**config.mk**
```make
export PLATFORM = sky130hd
export DESIGN_NAME = prog_loader
export DESIGN_NICKNAME = d
export VERILOG_FILES = /design/src/rtl/pl_pkg.sv /design/src/rtl/pl_cksum.sv /design/src/rtl/prog_loader.sv
export SDC_FILE = /design/constraint.sdc
export NUM_CORES = 1
export LEC_CHECK = 0
export ABC_AREA = 1
export CAP_MARGIN = 20
export CORE_MARGIN = 4
export CORE_UTILIZATION = 30
export DETAILED_ROUTE_END_ITERATION = 10
export PLACE_DENSITY = 0.58
export SLEW_MARGIN = 10
export SYNTH_ARGS = -nofsm -noshare
export SYNTH_HDL_FRONTEND = slang
export SYNTH_SLANG_ARGS = --single-unit
```
**constraint.sdc**
```tcl
create_clock -name clk -period 2.5 [get_ports clk]
set_input_delay 0.5 -clock clk [delete_from_list [all_inputs] [get_ports clk]]
set_output_delay 0.5 -clock clk [all_outputs]
set_load 0.02 [all_outputs]
```
**src/rtl/pl_pkg.sv**
```systemverilog
// Shared types and constants for the program loader: FSM states, frame header,
// and the largest payload the program ram can hold.
package pl_pkg;

  localparam int          PL_ADR_W  = 4;
  localparam int          PL_DATA_W = 8;
  localparam logic [7:0]  HDR       = 8'hA5;
  localparam int          MAX_LEN   = 2 ** PL_ADR_W;

  typedef enum logic [2:0] {
    ST_IDLE = 3'd0,
    ST_LEN  = 3'd1,
    ST_DATA = 3'd2,
    ST_CHK  = 3'd3,
    ST_RUN  = 3'd4,
    ST_ERR  = 3'd5
  } state_e;

endpackage

```
**src/rtl/pl_cksum.sv**
```systemverilog
// Modulo-2**W running sum of payload bytes; ok reports whether sum + chk wraps to zero.
module pl_cksum #(
  parameter int W = 8
) (
  input  logic         clk,
  input  logic         reset,
  input  logic         clr,
  input  logic         add,
  input  logic [W-1:0] din,
  input  logic [W-1:0] chk,
  output logic [W-1:0] sum,
  output logic         ok
);

  logic [W-1:0] acc;
  logic [W-1:0] total;

  always_ff @(posedge clk) begin
    if (!reset) begin
      acc <= '0;
    end else if (clr) begin
      acc <= '0;
    end else if (add) begin
      acc <= acc + din;
    end
  end

  assign total = acc + chk;
  assign ok    = (total == '0);
  assign sum   = acc;

endmodule

```
**src/rtl/prog_loader.sv**
```systemverilog
// Fills the cpu program ram from a framed byte stream (HDR, LEN, payload, CHK)
// and keeps the cpu in reset until a frame with a good checksum has landed.
module prog_loader
  import pl_pkg::*;
#(
  parameter int         ADR_W  = PL_ADR_W,
  parameter int         DATA_W = PL_DATA_W,
  parameter logic [7:0] HDR_B  = HDR
) (
  input  logic              clk,
  input  logic              reset,
  input  logic              in_valid,
  input  logic [DATA_W-1:0] in_data,
  output logic              in_ready,
  output logic              mem_we,
  output logic [ADR_W-1:0]  mem_adr,
  output logic [DATA_W-1:0] mem_wdata,
  output logic              cpu_reset,
  output logic              busy,
  output logic              done,
  output logic              err,
  output state_e            dbg_state
);

  // Handshake: a byte moves when in_valid && in_ready at a rising edge; in_ready
  // then drops for one cycle, and the source must hold in_data while waiting.
  localparam int max_len = 2 ** ADR_W;

  state_e            state, state_n;
  logic [ADR_W:0]    cnt, cnt_n;
  logic [ADR_W:0]    len, len_n;
  logic              in_ready_n, mem_we_n, cpu_reset_n, busy_n, done_n, err_n;
  logic [ADR_W-1:0]  mem_adr_n;
  logic [DATA_W-1:0] mem_wdata_n;
  logic              accept;
  logic              ck_clr, ck_add, ck_ok;
  logic [DATA_W-1:0] ck_sum;
  logic              len_bad;

  assign accept    = in_valid && in_ready;
  assign len_bad   = (in_data == '0) || (int'(in_data) > max_len);
  assign dbg_state = state;

  pl_cksum #(.W(DATA_W)) u_cksum (
    .clk   (clk),
    .reset (reset),
    .clr   (ck_clr),
    .add   (ck_add),
    .din   (in_data),
    .chk   (in_data),
    .sum   (ck_sum),
    .ok    (ck_ok)
  );

  always_ff @(posedge clk) begin
    if (!reset) begin
      state     <= ST_IDLE;
      cnt       <= '0;
      len       <= '0;
      in_ready  <= 1'b0;
      mem_we    <= 1'b0;
      mem_adr   <= '0;
      mem_wdata <= '0;
      cpu_reset <= 1'b0;
      busy      <= 1'b0;
      done      <= 1'b0;
      err       <= 1'b0;
    end else begin
      state     <= state_n;
      cnt       <= cnt_n;
      len       <= len_n;
      in_ready  <= in_ready_n;
      mem_we    <= mem_we_n;
      mem_adr   <= mem_adr_n;
      mem_wdata <= mem_wdata_n;
      cpu_reset <= cpu_reset_n;
      busy      <= busy_n;
      done      <= done_n;
      err       <= err_n;
    end
  end

  always_comb begin
    state_n     = state;
    cnt_n       = cnt;
    len_n       = len;
    in_ready_n  = !accept;
    mem_we_n    = 1'b0;
    mem_adr_n   = mem_adr;
    mem_wdata_n = mem_wdata;
    cpu_reset_n = cpu_reset;
    busy_n      = busy;
    done_n      = done;
    err_n       = err;
    ck_clr      = 1'b0;
    ck_add      = 1'b0;

    if (accept) begin
      case (state)
        // A header restarts loading from any resting state; the cpu goes back
        // into reset immediately because the ram is about to be overwritten.
        ST_IDLE, ST_RUN, ST_ERR: begin
          if (in_data == DATA_W'(HDR_B)) begin
            state_n     = ST_LEN;
            busy_n      = 1'b1;
            cpu_reset_n = 1'b0;
            done_n      = 1'b0;
            err_n       = 1'b0;
          end
        end
        ST_LEN: begin
          if (len_bad) begin
            state_n = ST_ERR;
            err_n   = 1'b1;
            busy_n  = 1'b0;
          end else begin
            state_n = ST_DATA;
            len_n   = in_data[ADR_W:0];
            cnt_n   = '0;
            ck_clr  = 1'b1;
          end
        end
        ST_DATA: begin
          mem_we_n    = 1'b1;
          mem_adr_n   = cnt[ADR_W-1:0];
          mem_wdata_n = in_data;
          ck_add      = 1'b1;
          cnt_n       = cnt + 1'b1;
          if (cnt_n == len) begin
            state_n = ST_CHK;
          end
        end
        ST_CHK: begin
          busy_n = 1'b0;
          if (ck_ok) begin
            state_n     = ST_RUN;
            cpu_reset_n = 1'b1;
            done_n      = 1'b1;
          end else begin
            state_n = ST_ERR;
            err_n   = 1'b1;
          end
        end
        default: begin
          state_n = ST_IDLE;
        end
      endcase
    end
  end

endmodule

```
==> flow_metrics.py <==
metrics = {
    "yosys": {
        "synth.distinct_cells": 36,
        "ys_seq_elements": 38,
        "synth_area_leader_cell": "dfxtp_1",
        "ys_top_cells_by_count": "64 x nand2_1, 38 x dfxtp_1, 32 x nor2_1",
        "yosys-top-cells-area": "dfxtp_1 36%, nand2_1 11%, a21oi_1 6.8%",
        "ys.flop_type": "dfxtp_1",
        "postSynthAreaPerCell_um2": 7.23,
        "syn_nets": 316,
        "synth_area_mm2": 0.00214,
        "ys_async_sr_fraction_pct": 0,
        "synthCells": 296,
        "synth_edf_count": 0,
        "yosysSeqAreaShare_pct": 35.5,
        "synth_most_common_cell": "nand2_1",
        "yosysWarnings": 0,
        "synth.top_cell.area_share_pct": 35.5,
    },
    "grt": {
        "grt_pass1_wl_mm": 8.59,
        "gr-total-overflow": 0,
        "gr-usage-all-layers_pct": 12.5,
        "grt_max_degree": 21,
        "antenna_found_initial": 0,
        "grt_pass1_vias": 1897,
    },
    "clock_network": {
        "cts_max_path_buffers": 2,
        "clk_pin_slew_ns": 0.08,
        "cts_tree": "done",
        "cts_hold_buf": 0,
        "cts_sinks": 38,
        "htree_levels": 2,
        "cts_buffers": 5,
        "clkLatencyLatePin_ns": 0.29,
        "clockRootBuffer": "clkbuf_8",
    },
    "setup_path": {
        "critical_path.top_delay_family": "simple AND/OR/NAND/NOR gates",
        "critPathMaxFanout": 3,
        "arrival_ns": 2.56,
        "slowest_delay_ns": 0.50,
        "crit_chain": "clkdlybuf4s50_1 -> ha_2 -> fa_1 -> or2_2 -> nor2_1 -> nand3_1 -> nor2_2 -> nand2_1 -> nand2_1 -> nand2_1 -> nand2_1 -> a21oi_1",
        "worst_setup_path_start_kind": "input pin",
        "end_kind": "register",
        "required_ns": 2.68,
        "worst-path-buf-inv": 1,
        "slowest_stage": "clkdlybuf4s50_1",
        "crit_type": "in -> reg",
        "cpMostUsedCell": "nand2_1",
    },
    "timing": {
        "worst_slack_ns": 0.123,
        "fin_crit_ns": 2.38,
        "hold-worst-slack_ns": 0.471,
        "fin_skew_ns": 0.00653,
        "finalCritPeriodShare_pct": 95.1,
        "fmax_mhz": 421,
        "setup_violations": 0,
        "max-slew-margin-rel_pct": 69.9,
        "maxSlewViolCount": 0,
        "worst_pin_slew_ns": 0.448,
        "hold_viol": 0,
    },
    "detailed_routing": {
        "met1_length_mm": 2.32,
        "drtAntennaViolNets": 0,
        "first_iter_violations": 65,
        "routed-wl-met3_um": 220,
        "viasPerCell": 4.53,
        "first_pass_iters": 4,
        "top_layer": "met4",
        "met2_length_mm": 2.42,
        "avgRoutedWirePerCell_um": 11.5,
        "via_count": 1981,
        "drc_errors": 0,
        "routed_wl_mm": 5.01,
    },
    "power_and_ir_drop": {
        "ir_drop_mv": 0.196,
        "p_leak_nw": 1.15,
        "p_total_mw": 1.34,
        "power.density_mw_per_mm2": 486,
    },
    "place": {
        "gp_congestion": 0.825,
        "dp_hpwl_mm": 3.90,
        "post-place-ws_ns": -0.243,
        "port_buffers": 31,
    },
    "floorplanning": {
        "die_area_mm2": 0.00855,
        "dieHeight_um": 92.5,
        "initial_core_util_pct": 31.2,
        "core_area_mm2": 0.00687,
        "ioPinCount": 32,
        "rows": 30,
        "die_w_um": 92.5,
    },
    "finish": {
        "finish.utilization_pct": 40.3,
        "fin_nets": 360,
        "diodes": 0,
        "area_growth_pct": 29.2,
        "drive_above_1_share_pct": 15.2,
    },
    "job": {
        "drv_cap": 0,
    },
    "run_status": {
        "status": "completed",
    },
    "worst_hold_path": {
        "hold_path.class": "reg -> reg",
    },
}
[worst register-to-register path, cell delays in order (launching register included)]
cell	delay [ns]
dfxtp_1	0.35
ha_2	0.20
fa_1	0.42
or2_2	0.28
nor2_1	0.12
nand3_1	0.10
nor2_2	0.15
nand2_1	0.07
nand2_1	0.06
nand2_1	0.05
nand2_1	0.05
a21oi_1	0.06
[cell usage in the layout (no fill, tap or decap)]
cell type	n
inv_4	1
ha_1	7
nand4_4	1
o21ai_0	22
dfxtp_1	38
inv_1	26
buf_4	15
xor2_1	3
clkbuf_8	6
nand2_2	3
nor2_2	2
ha_2	1
a31oi_1	3
nor3_4	2
clkinv_2	1
a21oi_4	1
a211oi_2	1
or2_2	1
xnor2_1	4
o21ai_2	1
o2111ai_1	1
a21oi_1	29
inv_2	6
fa_1	1
bufinv_16	2
nand2_1	64
nand2_4	1
nor2_4	4
nor2_1	31
a21oi_2	2
clkdlybuf4s50_1	31
nand3_2	1
nand4_1	5
nor3_1	3
nand3_1	21
[stage by stage]
stage               setup TNS [ns]  instance area [um^2]  instances
detailed placement          -0.801                  2610        428
global route              -0.00131                  2770        437
floorplan                        0                  2140        296
CTS                              0                  2750        436
finish                           0                  2770        437
global placement            -0.527                  2610        428
[sequential cells by signal (all words and copies together), names as in the netlist]
name	flops
busy	1
cnt	5
dbg_state	3
done	1
err	1
in_ready	1
len	5
mem_adr	4
mem_wdata	8
mem_we	1
u_cksum.sum	8
[path summary, 6_finish.rpt]
check                               from                         to  slack, ns  cells past startpoint
max                           in_data[0]  dbg_state[0]$_SDFFE_PN0P_       0.12                     12
min                     err$_SDFFE_PN0P_           err$_SDFFE_PN0P_       0.47                      2
max reg2reg  u_cksum.sum[0]$_SDFFE_PP0P_  dbg_state[0]$_SDFFE_PN0P_       0.48                     11
min reg2reg             err$_SDFFE_PN0P_           err$_SDFFE_PN0P_       0.47                      2
[power breakdown]
group	total [mW]	internal [mW]	switching (mW)
logic	0.0926	0.0406	0.0520
clock network	0.644	0.426	0.219
registers	0.606	0.606	0.000544
total	1.34	1.07	0.271
[cells by family (layout without fill, tap and decap cells)]
group | count (synthesis) | count (layout) | share of synthesized area [%]
flops | 38 | 38 | 35.5
xor+xnor | 7 | 7 | 2.86
simple gates | 139 | 139 | 30.7
fa+ha+maj | 9 | 9 | 5.61
compound gates | 60 | 60 | 15.8
buf+inv | 43 | 88 | 9.47
[layout make-up]
type | instances | area [um^2]
multi-input combinational | 215 | 1190
sequential | 38 | 761
clock buffer | 6 | 82.6
fill | 728 | 4100
tap | 96 | 120
clock inverter | 2 | 60.1
inverter | 34 | 131
timing repair buffer | 46 | 423
[what timing repair did]
action | 4_1_cts | 5_1_grt
buffers inserted | 0 | 1
gates resized for setup | 0 | 3
setup endpoints to repair | 0 | 2
[routing by layer]
metal | vias to the layer above | track usage [%]
met4 | 0 | 3.34
li1 | 1060 | -
met3 | 8 | 3.33
met5 | - | 0
met1 | 878 | 14.6
met2 | 35 | 22.3
No activity file was read; power rests on OpenSTA's default activity.
